**config.mk**
```make
export PLATFORM = sky130hd
export DESIGN_NAME = chunked_rc_adder_flat
export DESIGN_NICKNAME = d
export VERILOG_FILES = /design/src/rtl/chunked_rc_adder_if.sv /design/src/rtl/chunked_rc_adder.sv /design/src/flat_wrapper.sv
export SDC_FILE = /design/constraint.sdc
export NUM_CORES = 1
export LEC_CHECK = 0
export ABC_AREA = 1
export BUFFER_PORTS_ARGS = -buffer_cell sky130_fd_sc_hd__buf_2
export CAP_MARGIN = 30
export CELL_PAD_IN_SITES_DETAIL_PLACEMENT = 1
export CELL_PAD_IN_SITES_GLOBAL_PLACEMENT = 2
export CORE_MARGIN = 5
export CORE_UTILIZATION = 33
export DETAILED_ROUTE_END_ITERATION = 6
export PLACE_DENSITY_LB_ADDON = 0.1
export SETUP_SLACK_MARGIN = 0.15
export SYNTH_ARGS = -nofsm -noshare
export SYNTH_HDL_FRONTEND = slang
export SYNTH_SLANG_ARGS = --single-unit
```
**constraint.sdc**
```tcl
create_clock -name clk -period 3.8 [get_ports clk]
set_input_delay 0.38 -clock clk [delete_from_list [all_inputs] [get_ports clk]]
set_output_delay 0.38 -clock clk [all_outputs]
set_load 0.005 [all_outputs]
```
**src/rtl/chunked_rc_adder_if.sv**
```systemverilog
`timescale 1ns/1ps
`default_nettype none
// +--------------------------------------------------------------------+
// | chunked_rc_adder_if : request/result bundle of chunked_rc_adder  rev 1.0 |
// +--------------------------------------------------------------------+
interface chunked_rc_adder_if #(
  parameter int WIDTH = 16
);
  logic             start;
  logic             sub;
  logic [WIDTH-1:0] A;
  logic [WIDTH-1:0] B;
  logic             C_in;
  logic             busy;
  logic             done;
  logic [WIDTH-1:0] Sum;
  logic             C_out;
  logic             ovf;

  modport master (
    output start, sub, A, B, C_in,
    input  busy, done, Sum, C_out, ovf
  );

  modport slave (
    input  start, sub, A, B, C_in,
    output busy, done, Sum, C_out, ovf
  );
endinterface
`default_nettype wire

```
**src/rtl/chunked_rc_adder.sv**
```systemverilog
`timescale 1ns/1ps
`default_nettype none
// +--------------------------------------------------------------------+
// | chunked_rc_adder : multi-cycle add/sub, CHUNK bits per clock  rev 1.0 |
// +--------------------------------------------------------------------+
module chunked_rc_adder #(
  parameter int WIDTH = 16,
  parameter int CHUNK = 4
) (
  input  logic               clk,
  input  logic               rst_n,
  chunked_rc_adder_if.slave  bus
);
  localparam int NCH   = WIDTH / CHUNK;
  localparam int CNT_W = (NCH > 1) ? $clog2(NCH) : 1;

  localparam logic [1:0] S_IDLE = 2'd0;
  localparam logic [1:0] S_RUN  = 2'd1;
  localparam logic [1:0] S_DONE = 2'd2;

  logic [1:0]       state;
  logic [1:0]       state_nxt;
  logic [CNT_W-1:0] cnt;
  logic             carry;
  logic [WIDTH-1:0] a_reg;
  logic [WIDTH-1:0] b_reg;
  logic [WIDTH-1:0] partial;
  logic [WIDTH-1:0] full_nxt;
  logic [CHUNK-1:0] a_chk;
  logic [CHUNK-1:0] b_chk;
  logic [CHUNK-1:0] s_chk;
  logic [CHUNK:0]   c;
  logic             ready;
  logic             accept;
  logic             last;
  logic [WIDTH-1:0] sum_r;
  logic             cout_r;
  logic             ovf_r;
  logic             busy_c;
  logic             done_c;

  assign ready  = (state == S_IDLE) || (state == S_DONE);
  assign accept = ready && bus.start;
  assign last   = (cnt == CNT_W'(NCH - 1));

  assign a_chk = a_reg[int'(cnt)*CHUNK +: CHUNK];
  assign b_chk = b_reg[int'(cnt)*CHUNK +: CHUNK];

  // Only a CHUNK-bit carry chain is combinational; the carry between chunks is registered.
  assign c[0] = carry;
  generate
    for (genvar i = 0; i < CHUNK; i++) begin : g_fa
      assign s_chk[i] = a_chk[i] ^ b_chk[i] ^ c[i];
      assign c[i+1]   = (a_chk[i] & b_chk[i]) | (c[i] & (a_chk[i] ^ b_chk[i]));
    end
  endgenerate

  always_comb begin
    full_nxt = partial;
    full_nxt[int'(cnt)*CHUNK +: CHUNK] = s_chk;
  end

  // State register
  always_ff @(posedge clk or negedge rst_n) begin
    if (!rst_n) state <= S_IDLE;
    else        state <= state_nxt;
  end

  // Next-state logic
  always_comb begin
    state_nxt = state;
    case (state)
      S_IDLE:  if (accept) state_nxt = S_RUN;
      S_RUN:   if (last)   state_nxt = S_DONE;
      S_DONE:  state_nxt = accept ? S_RUN : S_IDLE;
      default: state_nxt = S_IDLE;
    endcase
  end

  // Output logic
  always_comb begin
    busy_c = 1'b0;
    done_c = 1'b0;
    case (state)
      S_RUN:   busy_c = 1'b1;
      S_DONE:  done_c = 1'b1;
      default: ;
    endcase
  end

  always_ff @(posedge clk or negedge rst_n) begin
    if (!rst_n) begin
      cnt     <= '0;
      carry   <= 1'b0;
      a_reg   <= '0;
      b_reg   <= '0;
      partial <= '0;
      sum_r   <= '0;
      cout_r  <= 1'b0;
      ovf_r   <= 1'b0;
    end else if (accept) begin
      a_reg <= bus.A;
      b_reg <= bus.sub ? ~bus.B : bus.B;
      carry <= bus.sub ? 1'b1 : bus.C_in;
      cnt   <= '0;
    end else if (state == S_RUN) begin
      partial <= full_nxt;
      carry   <= c[CHUNK];
      cnt     <= last ? '0 : cnt + 1'b1;
      if (last) begin
        // At the last chunk the local MSB is the word MSB, so ovf comes from this chain.
        sum_r  <= full_nxt;
        cout_r <= c[CHUNK];
        ovf_r  <= c[CHUNK] ^ c[CHUNK-1];
      end
    end
  end

  assign bus.busy  = busy_c;
  assign bus.done  = done_c;
  assign bus.Sum   = sum_r;
  assign bus.C_out = cout_r;
  assign bus.ovf   = ovf_r;
endmodule
`default_nettype wire

```
**src/flat_wrapper.sv**
```systemverilog
// flat-port wrapper written by rule: the top's interface ports become plain ports
module chunked_rc_adder_flat 
#(
  parameter int WIDTH = 16,
  parameter int CHUNK = 4
)
  (clk, rst_n, bus_start, bus_sub, bus_A, bus_B, bus_C_in, bus_busy, bus_done, bus_Sum, bus_C_out, bus_ovf);
  chunked_rc_adder_if #(.WIDTH(WIDTH)) bus_i ();
  input  logic clk;
  input  logic rst_n;
  input wire logic [$bits(bus_i.start)-1:0] bus_start;
  input wire logic [$bits(bus_i.sub)-1:0] bus_sub;
  input wire logic [$bits(bus_i.A)-1:0] bus_A;
  input wire logic [$bits(bus_i.B)-1:0] bus_B;
  input wire logic [$bits(bus_i.C_in)-1:0] bus_C_in;
  output wire logic [$bits(bus_i.busy)-1:0] bus_busy;
  output wire logic [$bits(bus_i.done)-1:0] bus_done;
  output wire logic [$bits(bus_i.Sum)-1:0] bus_Sum;
  output wire logic [$bits(bus_i.C_out)-1:0] bus_C_out;
  output wire logic [$bits(bus_i.ovf)-1:0] bus_ovf;
  assign bus_i.start = bus_start;
  assign bus_i.sub = bus_sub;
  assign bus_i.A = bus_A;
  assign bus_i.B = bus_B;
  assign bus_i.C_in = bus_C_in;
  assign bus_busy = bus_i.busy;
  assign bus_done = bus_i.done;
  assign bus_Sum = bus_i.Sum;
  assign bus_C_out = bus_i.C_out;
  assign bus_ovf = bus_i.ovf;
  chunked_rc_adder #(.WIDTH(WIDTH), .CHUNK(CHUNK)) u_core (.clk(clk), .rst_n(rst_n), .bus(bus_i));
endmodule
```
-- After elaboration in Yosys (flattened, before gate mapping)
Index checks and enable logic that the tools add are counted.
- register bits: 71
- output and inout bits: 20
- $add $sub $neg: 2
- equal/unequal tests: 5
- shift-type cells: 4
- muxes and demuxes: 14
- bitwise gates (word level): 23
- reductions and logical operators: 7
- operator list (operator ; count):
    $neg A4 Y33 ; 1
    $shift A4 B33 Y16 const A ; 1
    $shiftx A4 B33 Y16 ; 1
    $shiftx A16 B5 Y4 ; 2
    $bwmux W16 ; 1
    $mux W16 ; 1
    $not A16 Y16 ; 1
    $mux W2 ; 5
    $xor A1 B1 Y1 ; 9
    $and A1 B1 Y1 ; 8
    $mux W1 ; 6
    $pmux W2 S3 ; 1
    $eq A2 B2 Y1 const B ; 2
    $ne A2 B1 Y1 const B ; 2
    $or A1 B1 Y1 ; 4
    $reduce_and A2 Y1 ; 2
    $reduce_and A3 Y1 ; 1
    $add A2 B1 Y2 const B ; 1
    $eq A2 B1 Y1 const B ; 1
    $logic_not A2 Y1 ; 1
    $reduce_bool A2 Y1 ; 1
    $logic_and A1 B1 Y1 ; 1
    $logic_or A1 B1 Y1 ; 1
    $not A1 Y1 ; 1

-- Logic depth before layout (Yosys ltp)
Gate-level depths: netlist of run 1.
- word-level depth: 12
- mapped depth: 19

-- Worst setup path before layout of run 1
No wires, ideal clock.
- kind: register to register
- start: reg u_core.cnt[0]
- end: reg u_core.partial[7]
- arrival: 2.895 ns
- data required time: 3.684 ns
- path slack: 0.788 ns
- cell stages (with the launch flop): 20
- path buffers: 2
- period minus slack after synthesis: 3.012 ns
- path through: dfrtp_1 buf_2 inv_2 buf_2 nand2_1 nand3_1 nand2_1 fa_1 inv_1 fa_1 inv_1 fa_1 inv_1 fa_1 inv_1 nor2_1 nand3_1 nand2_1 nand2_1 nand2_1
- longest elaborated chain between the ends: 11
- elaborated cells on any way between the ends: 23
- those cells by class: 1 x add/sub; 4 x shift; 1 x mux; 17 x bitwise
- ends and longest elaborated chain (item ; RTL line ; RTL):
    start: declaration ; chunked_rc_adder.sv:23 ; logic [CNT_W-1:0] cnt;
    start signal: assignment ; chunked_rc_adder.sv:109 ; cnt <= last ? '0 : cnt + 1'b1;
    $shiftx A16 B5 Y4 (on tied branches) ; chunked_rc_adder.sv:46, chunked_rc_adder.sv:47 ;
    $xor A1 B1 Y1 ; chunked_rc_adder.sv:53, chunked_rc_adder.sv:54 ;
    $and A1 B1 Y1 ; chunked_rc_adder.sv:54 ; assign c[i+1] = (a_chk[i] & b_chk[i]) | (c[i] & (a_chk[i] ^ b_chk[i]));
    $or A1 B1 Y1 ; chunked_rc_adder.sv:54 ;
    $and A1 B1 Y1 ; chunked_rc_adder.sv:54 ;
    $or A1 B1 Y1 ; chunked_rc_adder.sv:54 ;
    $and A1 B1 Y1 ; chunked_rc_adder.sv:54 ;
    $or A1 B1 Y1 ; chunked_rc_adder.sv:54 ;
    $xor A1 B1 Y1 ; chunked_rc_adder.sv:53 ; assign s_chk[i] = a_chk[i] ^ b_chk[i] ^ c[i];
    $shiftx A4 B33 Y16 ; chunked_rc_adder.sv:60 ; full_nxt[int'(cnt)*CHUNK +: CHUNK] = s_chk;
    $bwmux W16 (*) ; chunked_rc_adder.sv:60 ;
    end signal: assignment ; chunked_rc_adder.sv:107 ; partial <= full_nxt;
    end: declaration ; chunked_rc_adder.sv:27 ; logic [WIDTH-1:0] partial;
Every way passes the cells marked *; elsewhere a longest branch is shown, timed or not.
A chain may end at the register's enable or synchronous reset.

-- Worst setup path after layout of run 1
Ends and elaborated chain as after synthesis.

==> results of run 1 <==
-- area by class of cell --
cell class                 count  area (um^2)  share of cell area, %
timing repair buffer          60        310.3                  7.671
clock buffer                  11        141.4                  3.495
inverter                      26        100.1                  2.474
tap                          136        170.2                  4.207
clock inverter                 2        10.01                 0.2474
sequential                    71         1777                  43.92
multi-input combinational    327         1536                  37.98
-- per-stage QoR --
stage / power [mW] / setup WS (ns) / area, um^2 / instances
2_1_floorplan: 2.443 / 0.7881 / 3532 / 442
3_3_place_gp: 2.970 / 0.6779 / 3894 / 620
3_5_place_dp: 3.013 / 0.5717 / 3894 / 620
4_1_cts: 3.547 / 0.5534 / 4045 / 633
5_1_grt: 3.833 / 0.3398 / 4045 / 633
6_report: 3.467 / 0.5759 / 4045 / 633
-- power by group through the flow --
stage	Clock, mW	Sequential [mW]	Combinational (mW)
detailed placement	0	1.29	1.72
floorplan	0	1.20	1.24
finish	0.509	1.27	1.69
global placement	0	1.28	1.69
CTS	0.536	1.28	1.73
global route	0.568	1.31	1.95
-- synthesized netlist by cell type --
library cell / number / area (um^2)
inv_4: 1 / 6.260
xnor2_1: 16 / 140.1
nor2_1: 18 / 67.56
buf_2: 11 / 55.05
o21ai_0: 27 / 135.1
fa_1: 4 / 80.08
nand2_2: 2 / 12.51
clkinv_1: 1 / 3.750
dfrtp_1: 71 / 1777
nor2_8: 1 / 20.02
nand3_1: 21 / 105.1
o21ai_1: 1 / 5.000
buf_4: 4 / 30.03
o22ai_1: 5 / 31.28
o21bai_1: 2 / 15.01
xor2_1: 1 / 8.760
inv_1: 20 / 75.07
buf_6: 3 / 33.78
ha_1: 6 / 75.07
nand2_1: 222 / 833.3
o211ai_1: 1 / 7.510
inv_2: 4 / 15.01
-- worst paths after layout --
path / to
worst max register to register: u_core.partial[7]
max in group asynchronous: u_core.b_reg[13]
worst max-delay path: u_core.partial[7]
worst min-delay path: u_core.bus.Sum[13]
worst min register to register: u_core.bus.C_out
min in group clk: u_core.a_reg[7]
-- routing by layer --
metal,wire length [um],global-route usage (%),up-vias
met1,4349,19.48,1391
met5,0,0,-
met4,80,3.365,0
met2,4459,25.95,40
li1,-,-,1464
met3,327,4.138,7
-- logic make-up after synthesis --
family	after synthesis
fa+ha+maj	10
compound gates	36
simple gates	264
buf+inv	44
xor+xnor	17
flops	71
==> flow_metrics.py, run 1 <==
metrics = {
    "run_status": {
        "outcome": "finished clean",
    },
    "critical_path": {
        "critical_path.max_fanout": 21,
        "crit_family": "adder cells",
        "path_buf_inv": 5,
        "end_kind": "flip-flop",
        "type_of_the_worst_setup_path": "flip-flop to flip-flop",
        "worstSetupPathDepth": 17,
        "timing_startpoint_of_the_critical_path": "u_core.cnt[0]",
        "cp_common_cell": "nand2_1",
        "reg2reg_depth": 17,
        "critical-path-slowest-cell": "dfrtp_1",
        "reg2reg_slack_ns": 0.58,
        "critical_path.startpoint_type": "flip-flop",
        "critical_path.cell_chain": "inv_2 > nand2_1 > nand3_1 > nand2_1 > fa_1 > inv_1 > fa_1 > inv_1 > fa_1 > inv_1 > fa_1 > inv_1 > nor2_1 > nand3_1 > nand2_1 > nand2_1 > nand2_1",
        "crit-reg2reg-launch": "u_core.cnt[0]",
        "cp_slowest_stage_delay_ns": 0.50,
        "worstPathRequired_ns": 4.03,
        "arrival_ns": 3.46,
    },
    "min_path": {
        "hold_class": "primary input to async pin",
    },
    "clocking": {
        "cts_htree_levels": 3,
        "root_buffer": "clkbuf_8",
        "clock_sinks": 71,
        "clk_transition_reported_paths_ns": 0.07,
        "cts-buffers-inserted": 9,
        "cts_resized": 0,
        "cts_buffer_depth": 2,
        "clock_tree_from_tritoncts": "done",
        "clkLatencyLatePin_ns": 0.34,
        "post_cts_hold_buffer_count": 0,
        "setup_bufs_post_cts": 0,
    },
    "logic_synthesis": {
        "yosys.area_share.xor_xnor_pct": 4.215,
        "synth_area_um2": 3532,
        "muxShareOfSynthArea_pct": 0,
        "post_synth_fa_ha_maj_area_fraction_pct": 4.392,
        "sequential_fraction_of_the_synthesis_area_pct": 50.30,
        "syn_nets": 489,
        "synth-compound-area-share_pct": 5.491,
        "post_synth.cell_area_avg_um2": 7.991,
        "synth-simple-area-share_pct": 29.40,
        "count_of_synthesis_stage_warnings_from_yosys": 0,
        "synthCells": 442,
        "synth.lib_cells_used.distinct": 22,
        "largest_family_of_logic_cells_by_synthesized_area": "simple AND/OR/NAND/NOR gates",
        "yosys_register_bits": 71,
    },
    "floorplanning": {
        "io_pins": 57,
        "floorplan.die.width_um": 113.5,
        "die_h_um": 113.5,
        "rows": 37,
        "dieArea_um2": 12870,
        "floorplan.initialDensity_pct": 34.06,
        "floorplan.core_area_um2": 10370,
    },
    "layout": {
        "layout.cells.most_common": "nand2_1",
        "layout_area_growth_over_synthesis_pct": 14.52,
        "final_core_util_pct": 39.01,
        "fillerInstances": 1318,
        "post_route_cells_drive_above_1_share_pct": 16.10,
        "num_antenna_cells": 0,
        "most-common-layout-cells": "nand2_1, dfrtp_1, buf_2, o21ai_0, nand3_1",
        "layout.nets": 542,
    },
    "timing": {
        "final-max-slew-violation-count": 0,
        "final_setup_violating_endpoints": 0,
        "timing.hold.ws_ns": 0.06867,
        "min_period_ns": 3.224,
        "max_slew.worst_pin.slew_ns": 0.8761,
        "fin_worst_skew_ns": 0.005269,
        "max_slew_margin_vs_limit_pct": 41.39,
        "clock.fmax_ghz": 0.3102,
        "post-route-period-util_pct": 84.84,
        "timing.setup.tns_ns": 0,
        "timing_hold_violations_final": 0,
        "rsz_0062_raised_after_global_routing": "false",
    },
    "detailed_routing": {
        "wirelength_um": 9217,
        "route.detailed.drc": 0,
        "detail-route-antenna-nets": 0,
        "firstDrtPassIters": 4,
        "dr.first_iter.drc_count": 84,
        "via_per_inst": 4.585,
        "routedWlPerCell_um": 14.56,
        "routed-via-count": 2902,
    },
    "power": {
        "power.net_switching_mw": 1.586,
        "share_clk_of_total_power_pct": 14.7,
        "share_comb_of_total_power_pct": 48.8,
        "peak_vdd_ir_mv": 0.3515,
        "power.sequential.fraction_pct": 36.6,
        "power-per-cell-area_nw_per_um2": 857.2,
        "static-leakage-power_nw": 2.238,
        "cellInternalPower_mw": 1.881,
        "swShare_pct": 45.74,
    },
    "global_route": {
        "pin_count_of_the_biggest_net_entering_global_routing": 52,
        "gr-usage-all-layers_pct": 15.25,
        "grt-ovfl-total": 0,
        "grt_first_pass_wirelength_um": 15660,
        "grt_antenna_before_repair": 0,
        "grt_pass1_vias": 3159,
    },
    "placement": {
        "detailedPlacementHpwl_um": 6644,
        "gp_routability_congestion": 0.7586,
        "io_buffer_count": 56,
    },
    "job": {
        "maxCapViolations": 0,
    },
}
Power figures use the tool's default switching activity.
==> inputs of run 2 (changes only) <==
--- a/config.mk
+++ b/config.mk
@@ -11,7 +11,7 @@
 export CELL_PAD_IN_SITES_DETAIL_PLACEMENT = 1
 export CELL_PAD_IN_SITES_GLOBAL_PLACEMENT = 2
 export CORE_MARGIN = 5
-export CORE_UTILIZATION = 33
+export CORE_UTILIZATION = 30
 export DETAILED_ROUTE_END_ITERATION = 6
 export PLACE_DENSITY_LB_ADDON = 0.1
 export SETUP_SLACK_MARGIN = 0.15
==> constraint.sdc (replaced) <==
create_clock -name clk -period 2.76 [get_ports clk]
set_input_delay 0.276 -clock clk [delete_from_list [all_inputs] [get_ports clk]]
set_output_delay 0.276 -clock clk [all_outputs]
set_load 0.005 [all_outputs]
==> flow_metrics.py, run 2 (same netlist as run 1, synthesis figures left out) <==
metrics = {
    "timing": {
        "max_slew_margin_vs_limit_pct": 64.84,
        "rsz_0062_raised_after_global_routing": "true",
        "max_slew.worst_pin.slew_ns": 0.5256,
        "final-max-slew-violation-count": 0,
        "timing.hold.ws_ns": 0.1286,
        "fin_ws_ns": -0.01605,
        "min_period_ns": 2.776,
        "timing.setup.tns_ns": -0.01605,
        "timing_hold_violations_final": 0,
        "clock.fmax_ghz": 0.3602,
        "fin_worst_skew_ns": 0.01157,
        "final_setup_violating_endpoints": 1,
        "post-route-period-util_pct": 100.6,
    },
    "critical_path": {
        "end_kind": "flip-flop",
        "worstReg2RegEnd": "u_core.partial[11]",
        "crit-reg2reg-launch": "u_core.cnt[0]",
        "critical_path.max_fanout": 8,
        "type_of_the_worst_setup_path": "flip-flop to flip-flop",
        "reg2reg_depth": 17,
        "arrival_ns": 3.01,
        "timing_startpoint_of_the_critical_path": "u_core.cnt[0]",
        "critical_path.startpoint_type": "flip-flop",
        "reg2reg_slack_ns": -0.02,
        "worstPathRequired_ns": 2.99,
    },
    "min_path": {
        "hold_class": "primary input to flip-flop",
        "min_path_cells": 3,
        "min_to": "u_core.a_reg[0]",
        "worstHoldStart": "bus_A[0]",
    },
    "clocking": {
        "clock_tree_from_tritoncts": "done",
        "clk_transition_reported_paths_ns": 0.06,
        "cts_buffer_depth": 2,
        "cts_htree_levels": 3,
        "clkLatencyLatePin_ns": 0.35,
        "cts-buffers-inserted": 9,
        "clock_sinks": 71,
        "root_buffer": "clkbuf_16",
    },
    "layout": {
        "post_route_cells_drive_above_1_share_pct": 24.76,
        "layout_area_growth_over_synthesis_pct": 25.68,
        "num_antenna_cells": 0,
        "layout.cells.most_common": "nand2_1",
        "non_filler_cell_area_final_um2": 4439,
        "layout.nets": 556,
        "instances_no_fill": 656,
        "final_core_util_pct": 38.71,
        "most-common-layout-cells": "nand2_1, dfrtp_1, buf_2, o21ai_0",
    },
    "detailed_routing": {
        "firstDrtPassIters": 4,
        "detail-route-antenna-nets": 0,
        "route.detailed.drc": 0,
        "wirelength_um": 9483,
        "routed-via-count": 2947,
        "routedWlPerCell_um": 14.46,
        "dr.first_iter.drc_count": 121,
        "via_per_inst": 4.492,
    },
    "floorplanning": {
        "floorplan.core_area_um2": 11470,
        "floorplan.initialDensity_pct": 30.80,
        "io_pins": 57,
        "rows": 39,
        "floorplan.die.width_um": 118.5,
        "die_h_um": 118.5,
        "dieArea_um2": 14040,
    },
    "placement": {
        "detailed_place.area_um2": 4019,
        "placed_cells_incl_taps": 639,
        "io_buffer_count": 56,
        "gp_routability_congestion": 0.7701,
        "detailedPlacementHpwl_um": 6658,
        "dp_worst_setup_slack_ns": -0.1261,
    },
    "power": {
        "static-leakage-power_nw": 2.404,
        "power_after_layout_mw": 5.745,
        "peak_vdd_ir_mv": 0.4702,
        "power-per-cell-area_nw_per_um2": 1294,
    },
    "global_route": {
        "grt_antenna_before_repair": 0,
        "grt-ovfl-total": 0,
        "met2_track_demand_over_resource_pct": 23.45,
        "global_route.peak_usage_layer": "met2",
        "grt_pass1_vias": 3160,
        "grt_first_pass_wirelength_um": 15920,
        "pin_count_of_the_biggest_net_entering_global_routing": 72,
        "gr-usage-all-layers_pct": 14.27,
        "gr-usage-met3_pct": 3.486,
        "met1_usage_pct": 17.88,
    },
    "run_status": {
        "outcome": "finished with violations",
        "violations": "negative setup slack",
    },
    "job": {
        "maxCapViolations": 0,
    },
}
==> run 2: cell count changes in the layout (fill, tap and decap cells not counted), moves of 5 or more <==
cell / change
clkbuf_16: +9
buf_4: +11
nand3_2: +5
clkbuf_8: -8
nand2_2: +5
nand2_1: -6
nand3_1: -5
o21ai_0: -5
==> run 2: final cells by class <==
| cell class | instances | area, um^2 |
|---|---|---|
| Inverter | 26 | 110.1 |
| Fill cell | 1400 | 7028 |
| Clock buffer | 11 | 252.7 |
| Timing Repair Buffer | 74 | 434.2 |
| Tap cell | 143 | 178.9 |
| Clock inverter | 4 | 45.04 |
| Multi-Input combinational cell | 327 | 1639 |
| Sequential cell | 71 | 1779 |
==> run 2: timing repair <==
| item | 4_1_cts | 5_1_grt |
|---|---|---|
| resized for setup | 19 | 15 |
| pin swaps | 8 | 8 |
| endpoints found under the hold margin | 71 | 0 |
| buffers inserted | 1 | 0 |
| hold buffers | 1 | 0 |
| setup endpoints to repair | 16 | 16 |
==> run 2: worst max-delay path by stage <==
| stage | depth (start not counted) | endpoint | slack (ns) |
|---|---|---|---|
| 2_1_floorplan | 19 | u_core.partial[7] | -0.06 |
| 3_3_place_gp | 13 | u_core.bus.Sum[15] | -0.02 |
| 3_5_place_dp | 16 | u_core.partial[11] | -0.13 |
| 4_1_cts | 17 | u_core.partial[11] | 0.002 |
| 5_1_grt | 17 | u_core.partial[11] | -0.12 |
| 6_report | 17 | u_core.partial[11] | -0.02 |
==> run 2: critical path: stages, from the launching register on <==
cell and delay [ns]:
dfrtp_2 0.47, clkinv_4 0.11, nand2_4 0.04, nand3_2 0.06, nand2_2 0.06, fa_2 0.35, inv_2 0.06, fa_2 0.19
inv_2 0.04, fa_2 0.36, inv_2 0.07, fa_2 0.47, inv_2 0.07, nor2_2 0.03, nand2_1 0.07, nand2_1 0.07
nand2_1 0.07, nand2_1 0.06
==> run 2: where the power goes <==
part | switching, mW | internal, mW
registers | 0.287 | 1.46
clock network | 0.447 | 0.739
logic | 1.71 | 1.09
==> run 2: metal layers <==
metal / routed length, um / share of wire, % / up-vias
met5: 0 / 0 / -
met4: 173 / 1.8 / 0
met3: 337 / 3.6 / 14
met2: 4573 / 48 / 43
met1: 4399 / 46 / 1399
li1: - / - / 1491
